[src/rtl/note_detector.sv]
// note_detector: measures the full period of a square-wave tone line and
// reports which C5..B5 note it matches once two consecutive periods agree.
module note_detector #(
  parameter int TOL     = 500,     // accepted +/- deviation from a nominal period
  parameter int TIMEOUT = 200000,  // cycles without a rising edge => silent
  parameter int W       = 18       // counter/period width, 2**W > TIMEOUT
) (
  input  logic         clk,
  input  logic         reset,
  input  logic         tone_in,
  output logic [W-1:0] period,
  output logic         period_stb,
  output logic [3:0]   note_idx,
  output logic         note_valid,
  output logic         silent
);

  localparam logic [3:0]   NO_NOTE  = 4'hF;
  localparam logic [W-1:0] CNT_LAST = W'(TIMEOUT - 1);

  // Nominal full periods in clk cycles, C5 first.
  localparam int unsigned NOMINAL [12] = '{
    95604, 90254, 85180, 80386, 75874, 71634,
    67568, 63776, 60170, 56820, 53650, 50608
  };

  logic         sync1_q, sync1_d;
  logic         sync2_q, sync2_d;
  logic         sync3_q, sync3_d;
  logic [W-1:0] cnt_q, cnt_d;
  logic         armed_q, armed_d;
  logic [3:0]   cand_q, cand_d;
  logic [W-1:0] period_q, period_d;
  logic         period_stb_q, period_stb_d;
  logic [3:0]   note_idx_q, note_idx_d;
  logic         note_valid_q, note_valid_d;
  logic         silent_q, silent_d;
  logic         rise;
  logic [3:0]   cls;

  // Map a period onto the note whose inclusive tolerance window contains it.
  function automatic logic [3:0] classify(input logic [W-1:0] p);
    int unsigned pv;
    logic [3:0]  idx;
    pv  = 32'(p);
    idx = NO_NOTE;
    for (int i = 0; i < 12; i++) begin
      if (pv + 32'(TOL) >= NOMINAL[i] && pv <= NOMINAL[i] + 32'(TOL))
        idx = i[3:0];
    end
    return idx;
  endfunction

  // Next-state logic: sync chain, period counter, arming, confirmation, silence.
  always_comb begin
    // NOTE: every signal gets its default up front, so no path leaves one
    // unassigned and no latch is inferred.
    sync1_d      = tone_in;
    sync2_d      = sync1_q;
    sync3_d      = sync2_q;
    cnt_d        = cnt_q;
    armed_d      = armed_q;
    cand_d       = cand_q;
    period_d     = period_q;
    period_stb_d = 1'b0;
    note_idx_d   = note_idx_q;
    note_valid_d = note_valid_q;
    silent_d     = silent_q;

    rise = sync2_q & ~sync3_q;
    cls  = classify(period_q);

    // A fresh period was published last cycle: confirm against the candidate.
    if (period_stb_q) begin
      if (cls != NO_NOTE && cls == cand_q) begin
        note_idx_d   = cls;
        note_valid_d = 1'b1;
      end else begin
        note_idx_d   = NO_NOTE;
        note_valid_d = 1'b0;
      end
      cand_d = cls;
    end

    // An edge in the saturation cycle still counts as a measurement.
    if (rise) begin
      cnt_d    = '0;
      silent_d = 1'b0;
      armed_d  = 1'b1;
      if (armed_q) begin
        period_d     = cnt_q + W'(1);
        period_stb_d = 1'b1;
      end
    end else if (cnt_q != CNT_LAST) begin
      cnt_d = cnt_q + W'(1);
    end else begin
      silent_d     = 1'b1;
      armed_d      = 1'b0;
      cand_d       = NO_NOTE;
      note_idx_d   = NO_NOTE;
      note_valid_d = 1'b0;
    end
  end

  // State registers with asynchronous reset.
  always_ff @(posedge clk or posedge reset) begin
    if (reset) begin
      sync1_q      <= 1'b0;
      sync2_q      <= 1'b0;
      sync3_q      <= 1'b0;
      cnt_q        <= '0;
      armed_q      <= 1'b0;
      cand_q       <= NO_NOTE;
      period_q     <= '0;
      period_stb_q <= 1'b0;
      note_idx_q   <= NO_NOTE;
      note_valid_q <= 1'b0;
      silent_q     <= 1'b1;
    end else begin
      // NOTE: non-blocking assignments so every flop samples pre-edge values.
      sync1_q      <= sync1_d;
      sync2_q      <= sync2_d;
      sync3_q      <= sync3_d;
      cnt_q        <= cnt_d;
      armed_q      <= armed_d;
      cand_q       <= cand_d;
      period_q     <= period_d;
      period_stb_q <= period_stb_d;
      note_idx_q   <= note_idx_d;
      note_valid_q <= note_valid_d;
      silent_q     <= silent_d;
    end
  end

  assign period     = period_q;
  assign period_stb = period_stb_q;
  assign note_idx   = note_idx_q;
  assign note_valid = note_valid_q;
  assign silent     = silent_q;

endmodule

[config.mk]
export PLATFORM = sky130hd
export DESIGN_NAME = note_detector
export DESIGN_NICKNAME = d
export VERILOG_FILES = /design/src/rtl/note_detector.sv
export SDC_FILE = /design/constraint.sdc
export NUM_CORES = 1
export LEC_CHECK = 0
export ABC_CLOCK_PERIOD_IN_PS = 6600
export CORE_ASPECT_RATIO = 0.9
export CORE_MARGIN = 1.5
export CORE_UTILIZATION = 60
export DETAILED_ROUTE_END_ITERATION = 6
export PLACE_DENSITY = 0.8
export SYNTH_ARGS = -nofsm -noshare
export SYNTH_HDL_FRONTEND = slang
export SYNTH_SLANG_ARGS = --single-unit
[constraint.sdc]
create_clock -name clk -period 6.6 [get_ports clk]
set_clock_uncertainty 0.1 [all_clocks]
set_input_delay 1.32 -clock clk [delete_from_list [all_inputs] [get_ports clk]]
set_output_delay 1.32 -clock clk [all_outputs]
set_load 0.02 [all_outputs]
# Word-level counts from Yosys, hierarchy flattened
# Cells that the tools add are included.
word_totals:
  reg_bits: 51
  inputBits: 3
  output_inout_bits: 25
  wordCells: 89
op_classes:
  add_sub_neg: 2
  order_cmp: 24
  eq_ne: 4
  mux: 31
  bitwise_logic: 2
  n_reduce_logical: 15
op_table:
  columns: ["op", "n"]
  rows:
  - ["$ge A32 B17 Y1 const B", 7]
  - ["$ge A32 B16 Y1 const B", 4]
  - ["$le A18 B17 Y1 const B", 7]
  - ["$le A18 B16 Y1 const B", 5]
  - ["$mux W4", 19]
  - ["$mux W18", 2]
  - ["$add A18 B9 Y19 const B", 1]
  - ["$ge A19 B16 Y1 const B", 1]
  - ["$add A18 B1 Y18 const B", 1]
  - ["$ne A18 B18 Y1 const B", 1]
  - ["$logic_and A1 B1 Y1", 13]
  - ["$mux W1", 10]
  - ["$eq A4 B4 Y1", 1]
  - ["$ne A4 B4 Y1 const B", 1]
  - ["$ne A2 B2 Y1 const B", 1]
  - ["$reduce_and A2 Y1", 1]
  - ["$reduce_bool A2 Y1", 1]
  - ["$and A1 B1 Y1", 1]
  - ["$not A1 Y1", 1]

# Depth between registers and ports, before layout
# Gate-level depths: netlist (run 1).
logic_depth:
  ltp_word: 21
  ltp_mapped: 15
  depth_no_buf: 13

# Worst setup path after synthesis (run 1)
# OpenSTA, ideal clock, no wires.
synth_timing:
  path_type: "reg-to-reg"
  from: "register period_q[3] (netlist: period[3])"
  to: "register note_idx_q[2] (netlist: note_idx[2])"
  setup_ns: 0.082
  t_arrival_ns: 3.864
  t_required_ns: 6.418
  slack_ns: 2.555
  stages_incl_launch_ff: 16
  path_buffers: 2
  synth_period_minus_slack_ns: 4.045
  path_cell_list: "dfrtp_1 clkbuf_1 clkbuf_1 inv_1 ha_1 or3b_2 a32oi_1 nand2_1 o21ai_0 or4b_1 o31a_1 o21ba_1 o21ai_0 nor3b_2 o211ai_1 o31a_1"
synth_via:
  elab_chain_cells: 21
  word_cells_on_any_way: 56
  cone_classes: "add/sub: 1; order compare: 24; eq/ne: 2; mux: 16; reduce/logical: 13"
synth_rtl:
  columns: ["element", "line", "text"]
  rows:
  - ["start: declaration", "33", "logic [W-1:0] period_q, period_d;"]
  - ["start signal: assignment", "127", "period_q <= period_d;"]
  - ["$add A18 B9 Y19", "48", "if (pv + 32'(TOL) >= NOMINAL[i] && pv <= NOMINAL[i] + 32'(TOL))"]
  - ["$ge A32 B17 Y1", "48", null]
  - ["$logic_and A1 B1 Y1", "48", null]
  - ["$mux W4 (11 in series)", "48", null]
  - ["$mux W4 (*)", "48", null]
  - ["$ne A4 B4 Y1 or $eq A4 B4 Y1 (tied branches)", "75", "if (cls != NO_NOTE && cls == cand_q) begin"]
  - ["$logic_and A1 B1 Y1", "75", null]
  - ["$mux W4 (*)", "75", null]
  - ["$mux W4 (*)", "74", "if (period_stb_q) begin"]
  - ["$mux W4", "94", "end else if (cnt_q != CNT_LAST) begin"]
  - ["$mux W4 (*)", "86", "if (rise) begin"]
  - ["net note_idx_d[2]", "35", "logic [3:0] note_idx_q, note_idx_d;"]
  - ["end signal: assignment", "129", "note_idx_q <= note_idx_d;"]
  - ["end: declaration", "35", null]
# The timed path passes the listed nets; every way through them passes the cells marked *.
# A chain may end at the register's enable or synchronous reset.

# Worst setup path in the final report (run 1)
# Same ends and word-level chain as after synthesis.

==> impl_metrics.yaml, run 1 <==
clock_tree:
  cts_inserted_buffers: 5
  postCtsHoldBufs: 0
  cts_buffer_depth: 2
  root_buffer: "clkbuf_8"
  cts_tree: "done"
  cts.clk_slew.worst_paths_ps: 100
  numClockSinks: 51
  cts_setup_buffers: 0
  cts_resized: 0
  clk_latency_ps: 310
  htreeDepth: 2
logic_synthesis:
  syn_nets: 609
  yosys.area.top_type: "dfrtp_1"
  synth_edf_count: 0
  synth_seq_area_share_pct: 27.6
  synthCells: 599
  synth_area_leaders: "dfrtp_1 23%, dfstp_2 5.1%, nand2_1 4.5%, nor2_1 4.5%, o21ai_0 4.5%"
  yosys_warnings: 0
  synth_top_area_share_pct: 22.5
  synth_flop_cell: "dfrtp_1"
  netlist_area_um2: 4670
  async_flop_share_pct: 100
  synth_cell_types: 87
  netlist_top_cells_count: "56 x nand2_1, 56 x nor2_1, 42 x dfrtp_1, 42 x o21ai_0, 35 x clkbuf_1"
  ys_ff_latch: 51
  post_synth.cell_area_avg_um2: 7.79
grt:
  grt_max_degree: 52
  antenna_found_initial: 0
  grt_pass1_vias: 4579
  grt-ovfl-total: 0
  grt_pass1_wl_mm: 23.6
  grt_util_all_layers_pct: 36.6
timing:
  drv_slew: 0
  tightest_slew_ps: 1010
  hold_viol_final: 0
  setup_tns_ps: 0
  fin_crit_ps: 4690
  max_clock_freq_ghz: 0.213
  slew_headroom_pct: 32.7
  setup_viol_count_final: 0
  timing.hold.ws_ps: 271
  rsz0062_at_grt: "false"
  post-route-period-util_pct: 71.0
drt:
  drc_errors: 0
  antenna_left: 0
  finalWirelength_mm: 14.6
  wl_per_cell_um: 21.1
  drt_iter0_drc: 859
  routed-via-count: 4924
  vias_per_cell: 7.10
  dr.pass1.iters: 6
floorplan:
  die_h_um: 86.7
  dieArea_um2: 8310
  die_x_um: 96.0
  num_rows: 30
  pin_count: 28
  coreArea_um2: 7540
  start_util_pct: 61.8
status:
  status: "finished, final reports clean"
worst_setup_path:
  arrival_ps: 4830
  end_kind: "flop"
  r2r_cells: 12
  cp_data_required_time_ps: 6750
  worstSetupPathType: "flop to flop"
  crit_chain: "ha_1 -> nor2b_1 -> o21ai_0 -> a2111oi_0 -> a2111oi_0 -> a2111oi_1 -> o2bb2ai_1 -> or2_2 -> nand4b_1 -> a21oi_2 -> o211ai_1 -> o31a_1"
  r2r-end: "note_idx[2]"
  rr_startpoint: "period[3]"
  worst_path_most_repeated_cell: "a2111oi_0"
  start_kind: "flop"
  cpMaxStageDelayCell: "dfrtp_1"
  max_stage_delay_ps: 850
  r2r_setup_slack_ps: 1910
  cp_max_fo: 24
power_and_ir_drop:
  power_frac_clock_pct: 20.3
  swShare_pct: 40.9
  p_leak_uw: 0.00193
  power_switching_uw: 371
  seq_power_share_pct: 44.5
  ir_drop_v: 0.000274
  p_int_uw: 538
  powerDensity_nw_per_um2: 180
  combPwrFrac_pct: 35.1
placement:
  routabilityCongestion: 1.06
  portBuffers: 27
  dp_hpwl_mm: 10.6
layout:
  nFillCells: 622
  drive_gt1_share_pct: 9.70
  antenna-diode-count: 0
  fin_nets: 607
  syn_to_final_growth_pct: 8.07
run:
  drv_cap: 0
worst_hold_path:
  hold_depth: 0
  min_path_type: "flop to flop"
  hold_end: "sync2_q"
  min-delay-start: "sync1_q"
==> final cells by class <==
type	instances	area, um^2	share of cell area, %
Timing Repair Buffer	38	353	7.00
Clock inverter	3	22.5	0.447
Inverter	15	56.3	1.12
Clock buffer	5	68.8	1.36
Multi-Input combinational cell	486	3130	62.2
Tap cell	96	120	2.38
Sequential cell	51	1290	25.5
==> registers in the layout, indices dropped and copies added (netlist names) <==
register / cells
cnt_q: 18
period: 18
cand_q: 4
note_idx: 4
armed_q: 1
note_valid: 1
period_stb: 1
silent: 1
sync1_q: 1
sync2_q: 1
sync3_q: 1
==> critical path: cells and delay by family (launching register included) <==
family	cells	cell delay (ps)
adders and majority gates	1	750
AOI/OAI and AO/OA	8	2130
DFF	1	850
and+or+nand+nor	3	790
==> cells in the final DEF (no fill, tap or decap), types with 5 or more instances in the layout <==
cell,count
nand4b_1,7
or2_2,10
or3_1,7
a211oi_1,10
o21ai_1,5
nor2_1,56
buf_4,11
nand4_1,16
nand3_1,26
o31ai_1,8
clkdlybuf4s50_1,27
a31oi_1,8
or4_1,6
dfrtp_1,42
nand2b_1,9
a21o_1,7
nor4_1,9
o21ai_0,42
clkbuf_8,5
nand2_1,56
nor3_1,8
and3_1,10
and2_1,7
xnor2_1,14
o211ai_1,10
xor2_1,13
a311oi_1,5
nor2b_1,7
inv_1,13
a21oi_1,28
ha_1,7
dfstp_2,9
==> routing by layer <==
layer	GRT usage (%)	wire length [um]
met1	51.8	6250
met2	54.3	6440
met5	0	0
met4	14.0	549
met3	8.07	1370
==> stage by stage <==
| stage | setup slack (ps) | util, % | area [um^2] | std cells | power, uW |
|---|---|---|---|---|---|
| floorplan | 2550 | - | 4670 | 599 | 623 |
| global placement | 2290 | 65.6 | 4950 | 686 | 711 |
| detailed placement | 2120 | 65.6 | 4950 | 686 | 717 |
| CTS | 2050 | 66.8 | 5040 | 694 | 902 |
| global route | 1480 | 66.8 | 5040 | 694 | 954 |
| finish | 1910 | 66.8 | 5040 | 694 | 909 |
==> worst max-delay path by stage <==
stage | startpoint | end | slack, ps | depth (start not counted)
finish | period[3] | note_idx[2] | 1910 | 12
global route | period[3] | note_idx[2] | 1480 | 12
CTS | period[3] | note_idx[2] | 2050 | 12
detailed placement | period[3] | note_idx[2] | 2120 | 12
global placement | period[3] | note_idx[2] | 2290 | 12
floorplan | period[3] | note_idx[2] | 2550 | 15
==> power by group through the flow <==
| stage | Clock, uW | Sequential [uW] | Combinational, uW |
|---|---|---|---|
| after floorplan | 0 | 382 | 241 |
| after global placement | 0 | 404 | 306 |
| after detailed placement | 0 | 408 | 309 |
| after CTS | 189 | 402 | 311 |
| after global routing | 197 | 411 | 346 |
| final | 185 | 405 | 319 |
==> logic make-up after synthesis <==
kind of cell	after synthesis	share of synthesized area, %
AO/OA/AOI/OAI	188	28.9
buffers and inverters	62	5.23
flip-flops	51	27.6
adder cells (fa/ha/maj)	7	1.88
multiplexers	4	1.15
AND/OR/NAND/NOR	259	29.8
XOR/XNOR	28	5.42
(Power assumes the default switching activity.)
==> run 2, diff against run 1 <==
Settings changed: ABC_CLOCK_PERIOD_IN_PS 6600 to 4900.
Clock period 6.6 ns to 4.9 ns, I/O delays scaled along.
==> run 2 against run 1 <==
Fmax increased by 11%. Setup slack got worse by 1300 ps. Die area unchanged. Largest power group unchanged. Sequential power increased by 28%. Critical path type unchanged. Routed wire length increased by 1.9%. Combinational power increased by 50%. Design area increased by 0.69%. First-iteration DRC count decreased by 8.8%. Core utilization increased by 0.46 points. Non-clock buffer count increased by 5. Flip-flop and latch count unchanged.
==> impl_metrics.yaml, run 2 (synthesized netlist as in run 1, its figures left out) <==
status:
  status: "finished, final reports clean"
timing:
  slew_headroom_pct: 31.9
  post-route-period-util_pct: 86.6
  drv_slew: 0
  hold_viol_final: 0
  fin_crit_ps: 4240
  rsz0062_at_grt: "false"
  setup_tns_ps: 0
  max_clock_freq_ghz: 0.236
  tightest_slew_ps: 1020
  setup_viol_count_final: 0
clock_tree:
  cts_setup_buffers: 0
  cts_resized: 0
  postCtsHoldBufs: 0
  numClockSinks: 51
  root_buffer: "clkbuf_8"
  cts_tree: "done"
  htreeDepth: 2
  clk_latency_ps: 310
  cts_buffer_depth: 2
  cts.clk_slew.worst_paths_ps: 100
  cts_inserted_buffers: 5
grt:
  grt-ovfl-total: 0
  grt_pass1_wl_mm: 23.9
  antenna_found_initial: 0
  grt_util_all_layers_pct: 37.4
  grt_max_degree: 52
  grt_pass1_vias: 4526
floorplan:
  dieArea_um2: 8310
  num_rows: 30
  pin_count: 28
  coreArea_um2: 7540
  start_util_pct: 61.8
  die_x_um: 96.0
  die_h_um: 86.7
layout:
  final_util_pct: 67.3
  antenna-diode-count: 0
  fin_nets: 612
  final_cell_mix: "56 x nand2_1, 56 x nor2_1, 42 x o21ai_0, 42 x dfrtp_1, 28 x a21oi_1"
  instances_no_fill: 699
  syn_to_final_growth_pct: 8.82
  nFillCells: 625
  drive_gt1_share_pct: 10.3
drt:
  drc_errors: 0
  vias_per_cell: 7.12
  antenna_left: 0
  routed-via-count: 4974
  drt_iter0_drc: 783
  dr.pass1.iters: 5
  wl_per_cell_um: 21.3
  finalWirelength_mm: 14.9
power_and_ir_drop:
  p_leak_uw: 0.00195
  ir_drop_v: 0.000316
  powerDensity_nw_per_um2: 245
worst_hold_path:
  min-delay-start: "sync1_q"
  min_path_type: "flop to flop"
worst_setup_path:
  arrival_ps: 4380
  cp_max_fo: 26
  start_kind: "flop"
  rr_startpoint: "period[5]"
  worstSetupPathType: "flop to flop"
  end_kind: "flop"
  cp_data_required_time_ps: 5040
  cp-startpoint: "period[5]"
run:
  drv_cap: 0
placement:
  place_inst: 691
  dp_hpwl_mm: 11.0
  routabilityCongestion: 1.01
  portBuffers: 27
==> run 2: critical path, stage by stage (launching register included) <==
cell and delay (ps):
dfrtp_1 710, a2111o_1 590, xnor2_1 490, a2111oi_0 160, a2111oi_0 700, a2111oi_1 140, o2bb2ai_1 270, o21ba_1 170
o21ai_0 120, nor3b_2 310, o211ai_1 150, o31a_1 260
==> run 2: report_power, final <==
group          internal [uW]  switching [uW]  leakage [uW]
clock network            103             146     0.0000418
logic                    181             296       0.00125
registers                453            67.2      0.000657
total                    737             509       0.00195
==> run 2: layer usage <==
layer  wire length [um]  vias up  track usage, %
li1                   -     2265               -
met1               6070     2338            51.7
met2               6910      323            58.8
met3               1510       48            7.81
met4                406        0            11.5
met5                  0        -               0
==> run 2: worst paths after layout <==
path / to / slack (ps) / depth (start not counted)
worst max-delay path: note_idx[2] / 660 / 11
worst min-delay path: sync2_q / 270 / 0
worst max register to register: note_idx[2] / 660 / 11
worst min register to register: sync2_q / 270 / 0
max in group asynchronous: period[10] / 2930 / 2
min in group asynchronous: period_stb / 1140 / 2
==> run 2: per-stage QoR <==
stage | worst slack, ps | total power [uW] | hold WS [ps] | area, um^2
2_1_floorplan | 855 | 839 | 231 | 4670
3_3_place_gp | 900 | 973 | 244 | 4990
3_5_place_dp | 803 | 988 | 242 | 4990
4_1_cts | 784 | 1240 | 274 | 5080
5_1_grt | 384 | 1310 | 275 | 5080
6_report | 659 | 1250 | 272 | 5080
==> run 2: layout make-up <==
class | instances | area, um^2 | share of cell area [%]
repair buffers | 43 | 390 | 7.69
well taps | 96 | 120 | 2.37
clock inverters | 2 | 16.3 | 0.320
multi-input cells | 486 | 3130 | 61.7
inverters | 15 | 56.3 | 1.11
clock buffers | 6 | 72.6 | 1.43
flip-flops and latches | 51 | 1290 | 25.4
==> variant 1: new RTL, settings of run 2 <==
Put one more register stage on the output `period`, with the module's reset. The value now appears one clock later. The other outputs are not delayed to match. Comments in the files are not updated.
--- a/src/rtl/note_detector.sv
+++ b/src/rtl/note_detector.sv
@@ -133,5 +133,11 @@
   end
 
-  assign period     = period_q;
+  always_ff @(posedge clk or posedge reset) begin
+    if (reset) begin
+      period <= '0;
+    end else begin
+      period <= period_q;
+    end
+  end
   assign period_stb = period_stb_q;
   assign note_idx   = note_idx_q;
Behaviour: not the same (a bounded check fails within 10 cycles, from zero or initial values and one cycle with reset high).
==> variant 1 against run 2 <==
- the run now ends with DRC left
- sequential cell count rose by 18
- total power up 34%
- design area increased by 10%
- synthesized cell count is 3.8% higher
- hold slack lost 0.016 ns
- area after synthesis increased by 9.2%
- setup slack worse by 0.0062 ns
- wire length is 7.4% higher
- critical path type unchanged
- largest power group unchanged
==> variant 1: results (changes against run 2) <==
stage	metric	value	unit	change
yosys	compound-cell area share of the yosys netlist	24.6	%	was 28.9%
placement	Final GP Congestion	1.13		was 1.01
critical_path	stage delay of the slowest cell on the critical path	0.90	ns	was 0.71 ns
placement	number of placed instances with taps included	721		was 691
global_routing	number of global-route vias before repair	4943		was 4526
outcome	violations in the final reports	DRC		
critical_path	RR Endpoint	note_idx[3]$_DFF_PP1_		was note_idx[2]$_DFF_PP1_
yosys	Syn Nets	632		was 609
critical_path	largest fanout on the critical path	25		was 26
clock_tree	number of H-tree branching levels	3		was 2
route	number of optimization iterations in the first detailed-route pass	7		was 5
cells_and_area	Area Overhead vs Synth	10.1	%	was 8.82%
cells_and_area	number of nets in the finished design	643		was 612
outcome	outcome	finished, violations left		was finished, final reports clean
route	post-route DRC violation count	27		was 0
yosys	fraction of the yosys area taken by sequential cells	34.1	%	was 27.6%
yosys	top cells by instance count after synthesis	69 x sky130_fd_sc_hd__nand2_1, 60 x sky130_fd_sc_hd__dfrtp_1, 55 x sky130_fd_sc_hd__nor2_1		was 56 x sky130_fd_sc_hd__nand2_1, 56 x sky130_fd_sc_hd__nor2_1, 42 x sky130_fd_sc_hd__dfrtp_1, 42 x sky130_fd_sc_hd__o21ai_0, 35 x sky130_fd_sc_hd__clkbuf_1
timing	post-route worst hold slack	0.257	ns	was 0.272 ns
pwr	leakage power summed over all cells	2.21	nW	was 1.95 nW
global_routing	pin count of the biggest net entering global routing	38		was 52
critical_path	crit path DAT	4.42	ns	was 4.38 ns
yosys	Cell variety after synth	82		was 87
yosys	Synth Instances	622		was 599
global_routing	global-route wire length before repair	26.3	mm	was 23.9 mm
route	vias after detailed routing	5271		was 4974
route	violation count after the first detailed-routing iteration	933		was 783
critical_path	reg-to-reg critical path startpoint	period_q[4]$_DFFE_PP0P_		was period[5]$_DFFE_PP0P_
clock_tree	clock latency of the later-clocked register in the worst-skew pair	0.35	ns	was 0.31 ns
yosys	multiplexer share of the synthesized area	1.06	%	was 1.15%
yosys	share of synthesized cell area in full adder, half adder and majority cells	1.72	%	was 1.88%
route	Via-to-Cell Ratio	7.15		was 7.12
timing	relative slew slack	32.4	%	was 31.9%
pwr	IR drop worst, VDD	0.231	mV	was 0.316 mV
cells_and_area	number of inserted filler cells in the final layout	636		was 625
cells_and_area	share of final-layout standard cells stronger than drive strength 1	10.7	%	was 10.3%
placement	DPL Wire Length	11.6	mm	was 11.0 mm
global_routing	global-route usage over all layers	37.0	%	was 37.4%
-- variant 1: changes by cell type after synthesis, sizes merged, moves of 5 or more --
cell	delta
a22oi	+5
a31oi	+5
buf	+9
clkbuf	-13
dfrtp	+18
nand2	+12
nor3	+10
or4b	-5
xnor2	+5
-- variant 1: final cells by class --
cell class	count	area, um^2	share of cell area (%)
Clock buffer	9	124	2.21
Clock inverter	7	73.8	1.32
Inverter	19	71.3	1.27
Multi-Input combinational cell	491	3090	55.0
Sequential cell	69	1740	31.0
Tap cell	99	124	2.21
Timing Repair Buffer	43	390	6.96
-- variant 1: layer usage --
| metal | global-route usage [%] | share of wire (%) | vias to the layer above |
|---|---|---|---|
| met5 | 0 | 0 | - |
| met4 | 17.0 | 5.4 | 0 |
| met3 | 10.4 | 12 | 96 |
| met2 | 51.6 | 42 | 412 |
| met1 | 53.0 | 41 | 2441 |
| li1 | - | - | 2322 |
-- variant 1: cells by family after synthesis --
kind of cell | count (synthesis)
xor+xnor | 33
fa+ha+maj | 7
flops | 69
compound gates | 178
simple gates | 268
mux | 5
buf+inv | 62
-- variant 1: report_power, final --
group | switching, W | leakage, nW | internal (W)
Combinational | 0.000327 | 1.21 | 0.000185
Sequential | 0.0000687 | 0.903 | 0.000614
Clock | 0.000234 | 0.100 | 0.000238
-- variant 1: per-stage QoR --
stage	instance area, um^2	power (W)
after detailed placement	5410	0.00118
after global routing	5610	0.00174
after floorplan	5090	0.00102
after CTS	5610	0.00165
after global placement	5410	0.00118
final	5610	0.00167
-- variant 1: worst max-delay path by stage --
stage | slack, ns | from | endpoint | depth (start not counted)
global route | 0.37 | period_q[4]$_DFFE_PP0P_ | note_idx[3]$_DFF_PP1_ | 11
CTS | 0.87 | period_q[4]$_DFFE_PP0P_ | note_idx[3]$_DFF_PP1_ | 11
floorplan | 1.44 | period_q[3]$_DFFE_PP0P_ | note_idx[3]$_DFF_PP1_ | 12
global placement | 0.97 | period_q[4]$_DFFE_PP0P_ | note_idx[3]$_DFF_PP1_ | 11
finish | 0.65 | period_q[4]$_DFFE_PP0P_ | note_idx[3]$_DFF_PP1_ | 11
detailed placement | 0.89 | period_q[4]$_DFFE_PP0P_ | note_idx[3]$_DFF_PP1_ | 11
==> variant 2: new RTL, settings of run 2 <==
Made on the original files. `W`: 18 -> 36.
--- a/src/rtl/note_detector.sv
+++ b/src/rtl/note_detector.sv
@@ -4,5 +4,5 @@
   parameter int TOL     = 500,     // accepted +/- deviation from a nominal period
   parameter int TIMEOUT = 200000,  // cycles without a rising edge => silent
-  parameter int W       = 18       // counter/period width, 2**W > TIMEOUT
+  parameter int W       = 36       // counter/period width, 2**W > TIMEOUT
 ) (
   input  logic         clk,
Interface: changed (resized period); port bits go from 28 to 46. The function was not compared with the original's and may differ.
==> variant 2 against run 2 <==
- highest routed layer unchanged
- global-route usage grew 2.1 points
- area after synthesis grew 50%
- hold slack got worse by 0.011 ns
- wire length grew 58%
- total power up 64%
- largest cell class unchanged
- largest power group unchanged
- first-iteration DRC count increased by 32%
- sequential power grew 53%
- critical path type unchanged
- sequential cell count rose by 36
- design area up 55%
- via count is 50% higher
- the run now ends with DRC left
- setup slack worse by 0.047 ns
==> variant 2: results (changes against run 2) <==
stage	metric	value	unit	change
outcome	outcome	finished, violations left		was finished, final reports clean
outcome	violations in the final reports	DRC		
pwr	sequential power	0.000793	W	was 0.000520 W
route	post-route DRC violation count	4		was 0
clock_tree	clock input transition at the sequential cells of the worst setup and hold paths	0.07	ns	was 0.10 ns
placement	standard cell area after detailed placement	0.00756	mm^2	was 0.00499 mm^2
global_routing	pin count of the biggest net entering global routing	73		was 52
pwr	overall power consumption	0.00204	W	was 0.00125 W
critical_path	largest fanout on the critical path	15		was 26
placement	number of placed instances with taps included	1038		was 691
yosys	top cells by instance count after synthesis	102 x sky130_fd_sc_hd__nand2_1, 84 x sky130_fd_sc_hd__nor2_1, 78 x sky130_fd_sc_hd__dfrtp_1		was 56 x sky130_fd_sc_hd__nand2_1, 56 x sky130_fd_sc_hd__nor2_1, 42 x sky130_fd_sc_hd__dfrtp_1, 42 x sky130_fd_sc_hd__o21ai_0, 35 x sky130_fd_sc_hd__clkbuf_1
placement	DPL Wire Length	17.2	mm	was 11.0 mm
global_routing	global-route wire length before repair	37.8	mm	was 23.9 mm
route	met3 routed wirelength	2.13	mm	was 1.51 mm
pwr	Switching Fraction	36.5	%	was 40.8%
global_routing	met2 Use GR	62.3	%	was 58.8%
global_routing	GR met3 Demand/Resource	7.88	%	was 7.81%
clock_tree	clock latency of the later-clocked register in the worst-skew pair	0.35	ns	was 0.31 ns
pwr	IR drop worst, VDD	0.345	mV	was 0.316 mV
cells_and_area	number of nets in the finished design	904		was 612
cells_and_area	number of inserted filler cells in the final layout	880		was 625
yosys	Cell variety after synth	91		was 87
cells_and_area	share of final-layout standard cells stronger than drive strength 1	9.80	%	was 10.3%
route	Via-to-Cell Ratio	7.07		was 7.12
pwr	leakage power summed over all cells	3.21	nW	was 1.95 nW
route	number of optimization iterations in the first detailed-route pass	7		was 5
yosys	Syn Nets	882		was 609
==> variant 2: cell types whose count changed after synthesis, sizes merged, moves of 7 or more <==
cell	run 2	this run
nor2	56	84
nand2	57	103
xor2	13	28
nand4	16	35
xnor2	15	30
dfrtp	42	78
clkbuf	35	46
and3	10	23
o21ai	47	72
and4	4	11
nor3	8	22
==> variant 2: path summary, 6_finish.rpt <==
| kind | startpoint | end | slack (ns) | cells past startpoint |
|---|---|---|---|---|
| worst max-delay path | period[4]$_DFFE_PP0P_ | note_valid$_DFF_PP0_ | 0.61 | 12 |
| worst min-delay path | sync1_q$_DFF_PP0_ | sync2_q$_DFF_PP0_ | 0.26 | 0 |
| worst max register to register | period[4]$_DFFE_PP0P_ | note_valid$_DFF_PP0_ | 0.61 | 12 |
| worst min register to register | sync1_q$_DFF_PP0_ | sync2_q$_DFF_PP0_ | 0.26 | 0 |
| max in group asynchronous | reset | cnt_q[0]$_DFFE_PP0P_ | 3.02 | 3 |
| min in group asynchronous | reset | cnt_q[27]$_DFFE_PP0P_ | 0.87 | 2 |
==> variant 2: cell families (layout without fill, tap and decap cells) <==
| group | count (synthesis) | after routing | share of synthesized area [%] |
|---|---|---|---|
| XOR/XNOR | 58 | 58 | 7.60 |
| flip-flops | 87 | 87 | 31.4 |
| multiplexers | 9 | 9 | 1.33 |
| adder cells (fa/ha/maj) | 8 | 8 | 1.43 |
| buffers and inverters | 77 | 104 | 4.64 |
| AO/OA/AOI/OAI | 225 | 225 | 22.9 |
| AND/OR/NAND/NOR | 407 | 407 | 30.8 |
==> variant 2: layout make-up <==
type                    instances  area share (%)
repair buffers                 71            8.22
clock buffers                   9            2.87
clock inverters                 7           0.844
flip-flops and latches         87            27.9
well taps                     156            2.48
multi-input cells             707            56.9
inverters                      17           0.828
